File: src/rtl/spi_slave.sv
// -----------------------------------------------------------------------------
// spi_slave
//   SPI slave, one WIDTH-bit frame per word, MSB first. The master idles sclk
//   low; the slave samples mosi on sclk falling edges and drives miso after
//   sclk rising edges. All SPI pins are oversampled by clk through
//   SYNC_STAGES-deep synchronizers, so the master's sclk phases must each last
//   at least SYNC_STAGES+2 clk periods.
//
// Ports
//   clk, rst     system clock, asynchronous active-high reset
//   sclk, mosi   SPI clock and data from the master
//   ss           slave select, active low
//   miso         serial data to the master
//   miso_oe      miso drive enable, high while a frame is selected
//   tx_data      word to send in a later frame
//   tx_load      strobe writing tx_data into the TX holding register
//   tx_ready     holding register empty
//   rx_data      last complete received word
//   rx_valid     one-cycle pulse when rx_data updates
//   frame_err    one-cycle pulse when ss deasserts mid-word
//   tx_underrun  one-cycle pulse when a word starts with nothing to send
// -----------------------------------------------------------------------------
module spi_slave #(
   parameter int WIDTH       = 16,
   parameter int SYNC_STAGES = 2
) (
   input  logic             clk,
   input  logic             rst,
   input  logic             sclk,
   input  logic             mosi,
   input  logic             ss,
   output logic             miso,
   output logic             miso_oe,
   input  logic [WIDTH-1:0] tx_data,
   input  logic             tx_load,
   output logic             tx_ready,
   output logic [WIDTH-1:0] rx_data,
   output logic             rx_valid,
   output logic             frame_err,
   output logic             tx_underrun
);

   localparam int            CW       = $clog2(WIDTH);
   localparam logic [CW-1:0] LAST_BIT = CW'(WIDTH - 1);

   // ---------------------------------------------------------------------------
   // Input synchronizers and edge detection
   // ---------------------------------------------------------------------------
   logic [SYNC_STAGES-1:0] sclk_sync;
   logic [SYNC_STAGES-1:0] mosi_sync;
   logic [SYNC_STAGES-1:0] ss_sync;
   logic                   sclk_d;
   logic                   ss_d;
   logic [SYNC_STAGES:0]   flush;
   logic                   armed;

   logic sclk_s, mosi_s, ss_s;
   logic sclk_rise, sclk_fall, ss_rise, ss_fall;

   assign sclk_s = sclk_sync[SYNC_STAGES-1];
   assign mosi_s = mosi_sync[SYNC_STAGES-1];
   assign ss_s   = ss_sync[SYNC_STAGES-1];

   always_ff @(posedge clk or posedge rst) begin
      if (rst) begin
         sclk_sync <= '0;
         mosi_sync <= '0;
         ss_sync   <= '1;
         sclk_d    <= 1'b0;
         ss_d      <= 1'b1;
         flush     <= '0;
         armed     <= 1'b0;
      end else begin
         sclk_sync <= {sclk_sync[SYNC_STAGES-2:0], sclk};
         mosi_sync <= {mosi_sync[SYNC_STAGES-2:0], mosi};
         ss_sync   <= {ss_sync[SYNC_STAGES-2:0], ss};
         sclk_d    <= sclk_s;
         ss_d      <= ss_s;
         flush     <= {flush[SYNC_STAGES-1:0], 1'b1};
         // The ss synchronizer resets to "deselected", so if the master still
         // holds ss low across a reset the chain would show a phantom falling
         // edge. Frames are only accepted once ss has been seen high with the
         // synchronizer holding real pin samples.
         armed     <= armed | (flush[SYNC_STAGES] & ss_s & ss_d);
      end
   end

   assign sclk_rise = sclk_s & ~sclk_d;
   assign sclk_fall = ~sclk_s & sclk_d;
   assign ss_rise   = ss_s & ~ss_d;
   assign ss_fall   = ~ss_s & ss_d & armed;

   // ---------------------------------------------------------------------------
   // Frame FSM
   // ---------------------------------------------------------------------------
   typedef enum logic {
      IDLE  = 1'b0,
      SHIFT = 1'b1
   } state_t;

   state_t state, state_nxt;
   logic   frame_start, frame_end, sample, drive;

   always_ff @(posedge clk or posedge rst) begin
      if (rst) state <= IDLE;
      else     state <= state_nxt;
   end

   always_comb begin
      state_nxt   = state;
      frame_start = 1'b0;
      frame_end   = 1'b0;
      sample      = 1'b0;
      drive       = 1'b0;
      case (state)
         IDLE: begin
            if (ss_fall) begin
               state_nxt   = SHIFT;
               frame_start = 1'b1;
            end
         end
         SHIFT: begin
            // Deselect wins over any coincident sclk edge.
            if (ss_rise) begin
               state_nxt = IDLE;
               frame_end = 1'b1;
            end else if (sclk_fall) begin
               sample = 1'b1;
            end else if (sclk_rise) begin
               drive = 1'b1;
            end
         end
         default: state_nxt = IDLE;
      endcase
   end

   // ---------------------------------------------------------------------------
   // TX holding register
   // ---------------------------------------------------------------------------
   logic [WIDTH-1:0] hold;
   logic             hold_full;
   logic [CW-1:0]    bit_cnt;
   logic             word_done;
   logic             copy;
   logic             load_ok;
   logic [WIDTH-1:0] next_word;

   assign word_done = sample & (bit_cnt == LAST_BIT);
   assign copy      = (frame_start | word_done) & hold_full;
   // A copy frees the slot in the same cycle, so a coincident load is kept.
   assign load_ok   = tx_load & (~hold_full | copy);
   assign next_word = hold_full ? hold : '0;
   assign tx_ready  = ~hold_full;

   always_ff @(posedge clk or posedge rst) begin
      if (rst) begin
         hold      <= '0;
         hold_full <= 1'b0;
      end else begin
         if (load_ok) hold <= tx_data;
         hold_full <= (hold_full & ~copy) | load_ok;
      end
   end

   // ---------------------------------------------------------------------------
   // Shift registers and outputs
   // ---------------------------------------------------------------------------
   logic [WIDTH-1:0] tx_sr;
   logic [WIDTH-2:0] rx_sr;
   logic [WIDTH-1:0] rx_next;
   logic             und_pend;

   assign rx_next = {rx_sr, mosi_s};

   always_ff @(posedge clk or posedge rst) begin
      if (rst) begin
         tx_sr       <= '0;
         rx_sr       <= '0;
         bit_cnt     <= '0;
         miso        <= 1'b0;
         miso_oe     <= 1'b0;
         rx_data     <= '0;
         rx_valid    <= 1'b0;
         frame_err   <= 1'b0;
         tx_underrun <= 1'b0;
         und_pend    <= 1'b0;
      end else begin
         rx_valid    <= 1'b0;
         frame_err   <= 1'b0;
         tx_underrun <= 1'b0;
         if (frame_start) begin
            tx_sr       <= next_word;
            rx_sr       <= '0;
            bit_cnt     <= '0;
            miso        <= next_word[WIDTH-1];
            miso_oe     <= 1'b1;
            tx_underrun <= ~hold_full;
            und_pend    <= 1'b0;
         end else if (frame_end) begin
            miso     <= 1'b0;
            miso_oe  <= 1'b0;
            bit_cnt  <= '0;
            rx_sr    <= '0;
            und_pend <= 1'b0;
            if (bit_cnt != '0) frame_err <= 1'b1;
         end else if (sample) begin
            rx_sr <= rx_next[WIDTH-2:0];
            if (word_done) begin
               rx_data  <= rx_next;
               rx_valid <= 1'b1;
               bit_cnt  <= '0;
               tx_sr    <= next_word;
               // The reload happens at the wrap, but the new word only really
               // begins once the master clocks it. An empty reload is reported
               // on that first rising edge, so a frame that ends exactly on a
               // word boundary does not report a spurious underrun.
               und_pend <= ~hold_full;
            end else begin
               bit_cnt <= bit_cnt + CW'(1);
            end
         end else if (drive) begin
            // Rising edge k of the word (bit_cnt == k) presents bit WIDTH-1-k.
            miso <= tx_sr[LAST_BIT - bit_cnt];
            if (und_pend) begin
               tx_underrun <= 1'b1;
               und_pend    <= 1'b0;
            end
         end
      end
   end

endmodule

File: config.mk
export PLATFORM = sky130hd
export DESIGN_NAME = spi_slave
export DESIGN_NICKNAME = d
export VERILOG_FILES = /design/src/rtl/spi_slave.sv
export SDC_FILE = /design/constraint.sdc
export NUM_CORES = 1
export LEC_CHECK = 0
export BUFFER_PORTS_ARGS = -buffer_cell sky130_fd_sc_hd__buf_2
export CELL_PAD_IN_SITES_DETAIL_PLACEMENT = 1
export CELL_PAD_IN_SITES_GLOBAL_PLACEMENT = 1
export CORE_UTILIZATION = 50
export DETAILED_ROUTE_END_ITERATION = 16
export GPL_TIMING_DRIVEN = 0
export PLACE_DENSITY_LB_ADDON = 0.1
export SETUP_SLACK_MARGIN = 0.5
export SYNTH_ARGS = -nofsm -noshare
export SYNTH_HDL_FRONTEND = slang
export SYNTH_SLANG_ARGS = --single-unit
File: constraint.sdc
create_clock -name clk -period 4.3 [get_ports clk]
set_input_delay 0.43 -clock clk [delete_from_list [all_inputs] [get_ports clk]]
set_output_delay 0.43 -clock clk [all_outputs]
set_load 0.03 [all_outputs]
== Yosys cells after proc, flatten, opt, wreduce, memory -nomap -nowiden ==
Index checks and enable logic that the tools add are counted.

* Register bits: 87
* Input port bits: 22
* Output and inout port bits: 22
* Logic and storage cells: 112

* $add $sub $neg: 2
* Magnitude comparators: 1
* Equal/unequal tests: 4
* Muxes and demuxes: 50
* Bitwise logic cells: 24
* Reduce and logical (&&, ||, !) cells: 11

{| class="wikitable"
|+ Operator list
! kind !! count
|-
| $mux 16 || 5
|-
| $mux 15 || 3
|-
| $mux 1 || 36
|-
| $mux 4 || 4
|-
| $and 1x1->1 || 11
|-
| $not 1->1 || 9
|-
| $reduce_bool 4->1 || 2
|-
| $reduce_bool 2->1 || 3
|-
| $reduce_bool 3->1 || 2
|-
| $lt 4x5->1 const B || 1
|-
| $add 4x1->4 const B || 1
|-
| $bmux 1 s4 || 1
|-
| $eq 4x4->1 const B || 1
|-
| $ne 4x3->1 const B || 1
|-
| $or 1x1->1 || 4
|-
| $reduce_and 2->1 || 2
|-
| $reduce_and 4->1 || 1
|-
| $sub 4x4->4 const A || 1
|-
| $ne 3x3->1 const B || 1
|-
| $reduce_and 3->1 || 1
|-
| $ne 2x2->1 const B || 1
|-
| $pmux 1 s2 || 1
|}

== Longest topological paths before layout ==
Gate-level depths: netlist of run 1.

* Word-level depth: 11
* Mapped depth: 7
* Depth with buffers taken out: 5

== Worst setup path before layout of run 1 ==
No wires, ideal clock.

* Path type: register to register
* Start point: register bit_cnt[0]
* End point: register hold[0]
* Library setup time: 0.125 ns
* Data arrival time: 1.752 ns
* Required time: 4.175 ns
* Slack: 2.423 ns
* Stages on the path, launching flop included: 8
* Path buffers: 2
* Clock period less this slack: 1.877 ns
* Cell sequence: dfrtp_1 -> ha_1 -> and3_1 -> buf_6 -> a41oi_4 -> a21boi_4 -> buf_6 -> mux2_4

* Cells in the longest elaborated chain, start to end: 6

{| class="wikitable"
|+ Ends and longest elaborated chain
! element !! line !! text
|-
| from (decl) || 142 || <nowiki>logic [CW-1:0] bit_cnt;</nowiki>
|-
| from (signal assigned) || 219 || <nowiki>bit_cnt <= bit_cnt + CW'(1);</nowiki>
|-
| $eq 4x4->1 || 148 || <nowiki>assign word_done = sample & (bit_cnt == LAST_BIT);</nowiki>
|-
| $and 1x1->1 || 148 ||
|-
| $or 1x1->1 || 149 || <nowiki>assign copy = (frame_start | word_done) & hold_full;</nowiki>
|-
| $and 1x1->1 || 149 ||
|-
| $or 1x1->1 || 151 || <nowiki>assign load_ok = tx_load & (~hold_full | copy);</nowiki>
|-
| $and 1x1->1 || 151 ||
|-
| to (signal assigned) || 160 || <nowiki>if (load_ok) hold <= tx_data;</nowiki>
|-
| to (decl) || 140 || <nowiki>logic [WIDTH-1:0] hold;</nowiki>
|}

No other way between the ends.
A chain may end at the register's enable or synchronous reset.

== Worst setup path in the final report of run 1 ==
* Start point: register ss_d
* End point: register hold[13]

* Cells in the longest elaborated chain, start to end: 9
* Elaborated cells between the ends (all ways): 13
* Classes of those cells: mux: 4; bitwise: 9

{| class="wikitable"
|+ Ends and longest elaborated chain
! element !! line !! text
|-
| from (decl) || 53 || <nowiki>logic ss_d;</nowiki>
|-
| from (signal assigned) || 78 || <nowiki>ss_d <= ss_s;</nowiki>
|-
| $not 1->1 || 90 || <nowiki>assign ss_rise = ss_s & ~ss_d;</nowiki>
|-
| $and 1x1->1 || 90 ||
|-
| $mux 1 || 124 || <nowiki>if (ss_rise) begin</nowiki>
|-
| $mux 1 || 115 || <nowiki>case (state)</nowiki>
|-
| $and 1x1->1 || 148 ||
|-
| $or 1x1->1 * || 149 ||
|-
| $and 1x1->1 * || 149 ||
|-
| $or 1x1->1 * || 151 ||
|-
| $and 1x1->1 * || 151 ||
|}

Mark *: on every way between the ends. The rest lies on a longest branch, timed or not.

==> results of run 1 <==
## worst min-delay path by stage
| stage | startpoint | endpoint | slack (ns) |
|---|---|---|---|
| global placement | flush[1] | flush[2] | 0.33 |
| detailed placement | flush[0] | flush[1] | 0.34 |
| finish | rst | hold[15] | 0.02 |
| CTS | rst | rx_data[11] | 0.02 |
| floorplan | flush[0] | flush[1] | 0.33 |
| global route | rst | rx_data[11] | 0.04 |
## kinds of logic (layout without fill, tap and decap cells)
| family | after synthesis | count (layout) | synth area share |
|---|---|---|---|
| flip-flops | 87 | 87 | 0.619 |
| AND/OR/NAND/NOR | 60 | 60 | 0.0838 |
| AO/OA/AOI/OAI | 50 | 50 | 0.105 |
| multiplexers | 41 | 41 | 0.150 |
| buffers and inverters | 22 | 82 | 0.0341 |
| adder cells (fa/ha/maj) | 2 | 2 | 0.00710 |
| other | 1 | 1 | 0.00106 |
## metal layers
metal / share of wire / global-route usage / vias up
met5: 0 / 0 / -
met4: 0.020 / 0.0985 / 0
met3: 0.029 / 0.0366 / 13
met2: 0.50 / 0.348 / 40
met1: 0.45 / 0.271 / 1111
li1: - / - / 1040
## cell type report
cell class,instances,area (um2),area share
buffer,16,97.6,0.0238
clock buffer,9,124,0.0302
clock inverter,7,96.3,0.0235
inverter,6,25.0,0.00609
multi-input combinational,154,1220,0.297
sequential,87,2180,0.531
tap,96,120,0.0292
timing repair buffer,44,243,0.0591
## report_power, final
group          internal (uW)  switching (uW)
clock                    328             299
sequential               961            87.7
combinational            175             161
## sequential cells by signal, summed over array words and instances (netlist names)
name and count:
state 1, miso_oe 1, frame_err 1, rx_sr 15
bit_cnt 4, sclk_sync 2, hold 16, rx_data 16
ss_sync 2, flush 3, mosi_sync 2, sclk_d 1
tx_underrun 1, tx_sr 16, ss_d 1, rx_valid 1
und_pend 1, armed 1, miso 1, hold_full 1
## cell usage in the layout, fill, tap and decap left out, drive strengths merged, types with 2 or more instances in the layout
cell and instances:
mux4 3, nor3b 2, nor3 3, mux2 34, clkbuf 15, mux2i 4
nor2b 2, clkinvlp 3, o21ai 21, ha 2, buf 54, dfrtp 84
and3 2, nor2 4, a22o 16, nand2 38, a21o 2, a21oi 4
dfstp 3, inv 7, bufinv 2
## cell usage after synthesis
cell	n	area (um2)
dfrtp_1	84	2100
nand2_1	38	143
mux2_2	24	270
o21ai_0	21	105
a22o_1	16	140
mux2_4	10	150
buf_2	6	30.0
clkbuf_1	6	22.5
inv_1	6	22.5
a21oi_1	4	20.0
buf_6	4	45.0
mux2i_1	4	40.0
dfstp_2	3	78.8
mux4_2	3	67.6
nor2_1	3	11.3
nor3_1	3	15.0
a21o_1	2	15.0
and3_1	2	12.5
ha_1	2	25.0
nor2b_1	2	12.5
nor3b_1	2	15.0
a211o_1	1	8.76
a21boi_4	1	18.8
a221oi_1	1	8.76
a31o_2	1	8.76
a31oi_1	1	6.26
a32o_1	1	10.0
a41oi_4	1	27.5
and4b_1	1	10.0
and4bb_2	1	12.5
conb_1	1	3.75
nand2b_1	1	6.26
nand3_1	1	5.00
nand3b_1	1	7.51
nand4_2	1	12.5
nand4bb_1	1	11.3
nor2_2	1	6.26
nor4_1	1	6.26
nor4b_1	1	8.76
## worst max-delay path: cells and delay by family, from the launching register on
family | cells | cell delay (ns)
AOI/OAI and AO/OA | 2 | 0.56
DFF | 1 | 0.61
and+or+nand+nor | 1 | 0.27
buffers and inverters | 1 | 0.22
muxes | 1 | 0.31
## through the flow
stage / util / cell area [um2] / hold slack, ns / power [uW] / worst slack, ns
3_3_place_gp: 0.568 / 3860 / 0.334 / 1380 / 0.638
4_1_cts: 0.605 / 4110 / 0.0201 / 2040 / 2.20
3_5_place_dp: 0.572 / 3890 / 0.339 / 1410 / 2.20
2_1_floorplan: - / 3520 / 0.331 / 1300 / 1.62
5_1_grt: 0.605 / 4110 / 0.0371 / 2120 / 2.09
6_report: 0.605 / 4110 / 0.0247 / 2010 / 2.22
==> flow_summary.toml, run 1 <==
[floorplanning]
dieWidth_um = 85.9
rows = 30
ios = 44
die_y_um = 85.9
core-area_mm2 = 0.00679
dieArea_mm2 = 0.00738
initial_core_util = 0.518

[grt]
grtUsageTotal = 0.210
grt_overflow_total = 0
grt_pass1_wl_um = 11600
grt_antenna_before_repair = 0
grt_max_degree = 67
first_global_vias = 2266

[run]
max_cap_violations = 0

[yosys]
syn_area_mm2 = 0.00352
synth_seq_cells = 87
yosys_warnings = 0
synth_cells = 263
synth_area_per_cell_um2 = 13.4
ys_seq_area_frac = 0.619
synthesis.nets = 287
yosys.cell_types.count = 39

[clock_network]
htree_num_levels = 3
cts_buffers = 9
cts_tree = "yes"
cts.hold.buffers_added = 0
cts_sinks = 87
cts.clk_slew.worst_paths_ns = 0.09
root_buffer = "clkbuf_8"
clock_path_buffers = 2
insertion_delay_ns = 0.36
cts_resized = 0
post-cts-setup-buffers = 0

[sta]
tns_ns = 0
max_freq_ghz = 0.481
fin_crit_sh = 0.484
slew_viol_final = 0
skew_ns = 0.00916
min_period_ns = 2.08
rsz0062_at_grt = "no"
setup_violations = 0
hold_viol_final = 0

[placement]
placed_cells = 403
dpl.hpwl_um = 4750
gp_congestion = 0.714
place.port_buffers = 43

[pwr]
p_leak_uw = 0.00205
powerDensity_mw_per_mm2 = 490
peakVddDrop_uv = 239

[cells_and_area]
n_fill_cell = 701
drive_gt1_frac = 0.362
area_delta_synth_final_pct = 16.6
stdcell_count = 419
layout.nets = 342
diodes = 0

[critical_path]
critical_path_class = "flop to flop"
rrSetupSlack_ns = 2.22
crit_path_top_delay_cell = "dfstp_2"
r2r_cells = 5
rr_endpoint = "hold[13]"
r2r-start = "ss_d"
crit_path_start = "ss_d"
crit_path_start_kind = "flop"
cp_slowest_stage_delay_ns = 0.61
crit_end = "hold[13]"
worst_ep_required_time_ns = 4.54
end_kind = "flop"
cp_max_fo = 10
crit_arrival_ns = 2.32
crit_chain = "nand2b_1, a41oi_4, a21boi_4, buf_6, mux2_4"

[detailed_routing]
drt_wl_total_um = 6780
vias_per_cell = 5.26
ant_nets = 0
wire_per_inst_um = 16.2
drc_errors = 0
via_count = 2204
drtIter0Drc = 68
first_pass_iters = 4

[hold_path]
hp-class = "input pin to asynchronous set/reset pin"

[outcome]
outcome = "finished, final reports clean"
No activity file was read; power rests on OpenSTA's default activity.
==> run 2: changes to the inputs <==
CORE_UTILIZATION = 42   (was 50)
clock period = 1.9 ns   (was 4.3 ns; I/O delays follow)
==> run 2 against run 1 <==
  * Sequential share of layout area decreased by 8.1 points
  * Cell area increased by 18%
  * First-iteration DRC count grew 16%
  * Non-clock buffer count is 32 higher
  * Via count rose by 9.7%
  * Highest routed layer unchanged
  * Critical path depth up 2
==> flow_summary.toml, run 2 (synthesis results as in run 1) <==
[clock_network]
insertion_delay_ns = 0.37
cts_buffers = 9
clock_path_buffers = 2
cts_sinks = 87
root_buffer = "clkbuf_8"
htree_num_levels = 3
cts.clk_slew.worst_paths_ns = 0.09
cts_tree = "yes"

[sta]
slew_viol_final = 0
hold_viol_final = 0
setup_violations = 0
holdWs_ns = 0.0294
max_freq_ghz = 0.543
relSlewSlack = 0.618
skew_ns = 0.0169
worstMarginPinSlew_ns = 0.572
fin_crit_sh = 0.969
min_period_ns = 1.84
rsz0062_at_grt = "yes"

[cells_and_area]
area_delta_synth_final_pct = 37.8
seq_area_mm2 = 0.00218
n_fill_cell = 820
multi_input_area_mm2 = 0.00150
drive_gt1_frac = 0.518
final_common_cell = "dfrtp_1"
stdcell_count = 460
largestRegisters = "hold x16, rx_data x16, tx_sr x16"
diodes = 0
layout.nets = 374
mostFrequentLayoutCells = "83 x dfrtp_1, 43 x buf_2, 32 x mux2_4, 31 x nand2_1, 17 x buf_4"

[pwr]
p_leak_uw = 0.00241
powerDensity_mw_per_mm2 = 1050
peakVddDrop_uv = 526

[critical_path]
cp_max_fo = 10
rr_endpoint = "hold[13]"
end_kind = "flop"
worst_ep_required_time_ns = 2.15
critical_path_class = "flop to flop"
crit_path_start_kind = "flop"
r2r_cells = 7
rrSetupSlack_ns = 0.06
r2r-start = "bit_cnt[1]"
crit_arrival_ns = 2.09

[outcome]
outcome = "finished, final reports clean"

[hold_path]
hold_depth = 2
hp-class = "input pin to flop"
hp-start = "tx_load"
holdPathEnd = "hold_full"

[detailed_routing]
via_count = 2417
ant_nets = 0
drtIter0Drc = 79
first_pass_iters = 4
wire_per_inst_um = 18.2
vias_per_cell = 5.25
drt_wl_total_um = 8350
drc_errors = 0

[grt]
grtUsageTotal = 0.205
grt_overflow_total = 0
grt_antenna_before_repair = 0
first_global_vias = 2599
grt_max_degree = 40
grt_pass1_wl_um = 13200

[floorplanning]
dieWidth_um = 93.6
dieArea_mm2 = 0.00876
ios = 44
initial_core_util = 0.431
core-area_mm2 = 0.00818
die_y_um = 93.6
rows = 33

[placement]
place.port_buffers = 43
placed_cells = 413
gp_congestion = 0.747
dpl.hpwl_um = 4680

[run]
max_cap_violations = 0
-- run 2: cell count changes in the layout (fill, tap and decap cells not counted), sizes merged --
cell,before,now
buf,54,81
bufinv,2,3
clkbuf,15,18
clkinv,1,2
clkinvlp,3,1
dlygate4sd3,0,4
inv,7,5
-- run 2: metal layers --
metal	part of all wire	wire length [um]	GRT usage
met1	0.43	3610	0.243
met2	0.52	4370	0.355
met3	0.019	161	0.0341
met4	0.025	209	0.108
met5	0	0	0
-- run 2: layout make-up --
class                      count  share of cell area
clock inverter                 5              0.0222
buffer                        16              0.0420
multi-input combinational    154               0.308
timing repair buffer          76               0.118
sequential                    87               0.450
clock buffer                  11              0.0271
inverter                       6             0.00542
tap                          105              0.0271
-- run 2: critical path, cell delays in order (launching register included) --
cell,delay [ns]
dfrtp_1,0.39
ha_2,0.19
and3_4,0.17
buf_6,0.12
a41oi_4,0.26
a21boi_4,0.12
buf_12,0.17
mux2_4,0.30
-- run 2: worst max path at each step --
| stage | start | endpoint | slack, ns | depth (start not counted) |
|---|---|---|---|---|
| floorplan | bit_cnt[0] | hold[0] | 0.11 | 7 |
| global placement | bit_cnt[0] | hold[14] | -0.08 | 7 |
| detailed placement | bit_cnt[0] | hold[13] | -0.13 | 7 |
| CTS | bit_cnt[0] | hold[13] | 0.1 | 7 |
| global route | bit_cnt[1] | tx_sr[5] | -0.03 | 10 |
| finish | bit_cnt[1] | hold[13] | 0.06 | 7 |
-- run 2: what timing repair did --
item,4_1_cts,5_1_grt
endpoints found under the setup margin,72,73
pin swaps,17,8
gates cloned,3,0
setup buffers,16,8
resized for setup,74,46
endpoints found under the hold margin,26,0
hold buffers,4,0
-- run 2: through the flow --
step / worst slack (ns) / TNS, ns / total power, uW / instance area (um2) / util
floorplan: 0.106 / 0 / 2950 / 3560 / -
global placement: -0.0832 / -0.806 / 3140 / 3910 / 0.478
detailed placement: -0.133 / -1.26 / 3190 / 3950 / 0.483
CTS: 0.0972 / 0 / 4930 / 4630 / 0.566
global route: -0.0309 / -0.0441 / 5310 / 4850 / 0.594
finish: 0.0586 / 0 / 5080 / 4850 / 0.594
-- run 2: power by group --
part / leakage [uW] / internal, uW / total [uW] / switching, uW
Clock: 0.000118 / 880 / 1560 / 676
Combinational: 0.00118 / 608 / 1130 / 517
Sequential: 0.00111 / 2180 / 2400 / 226
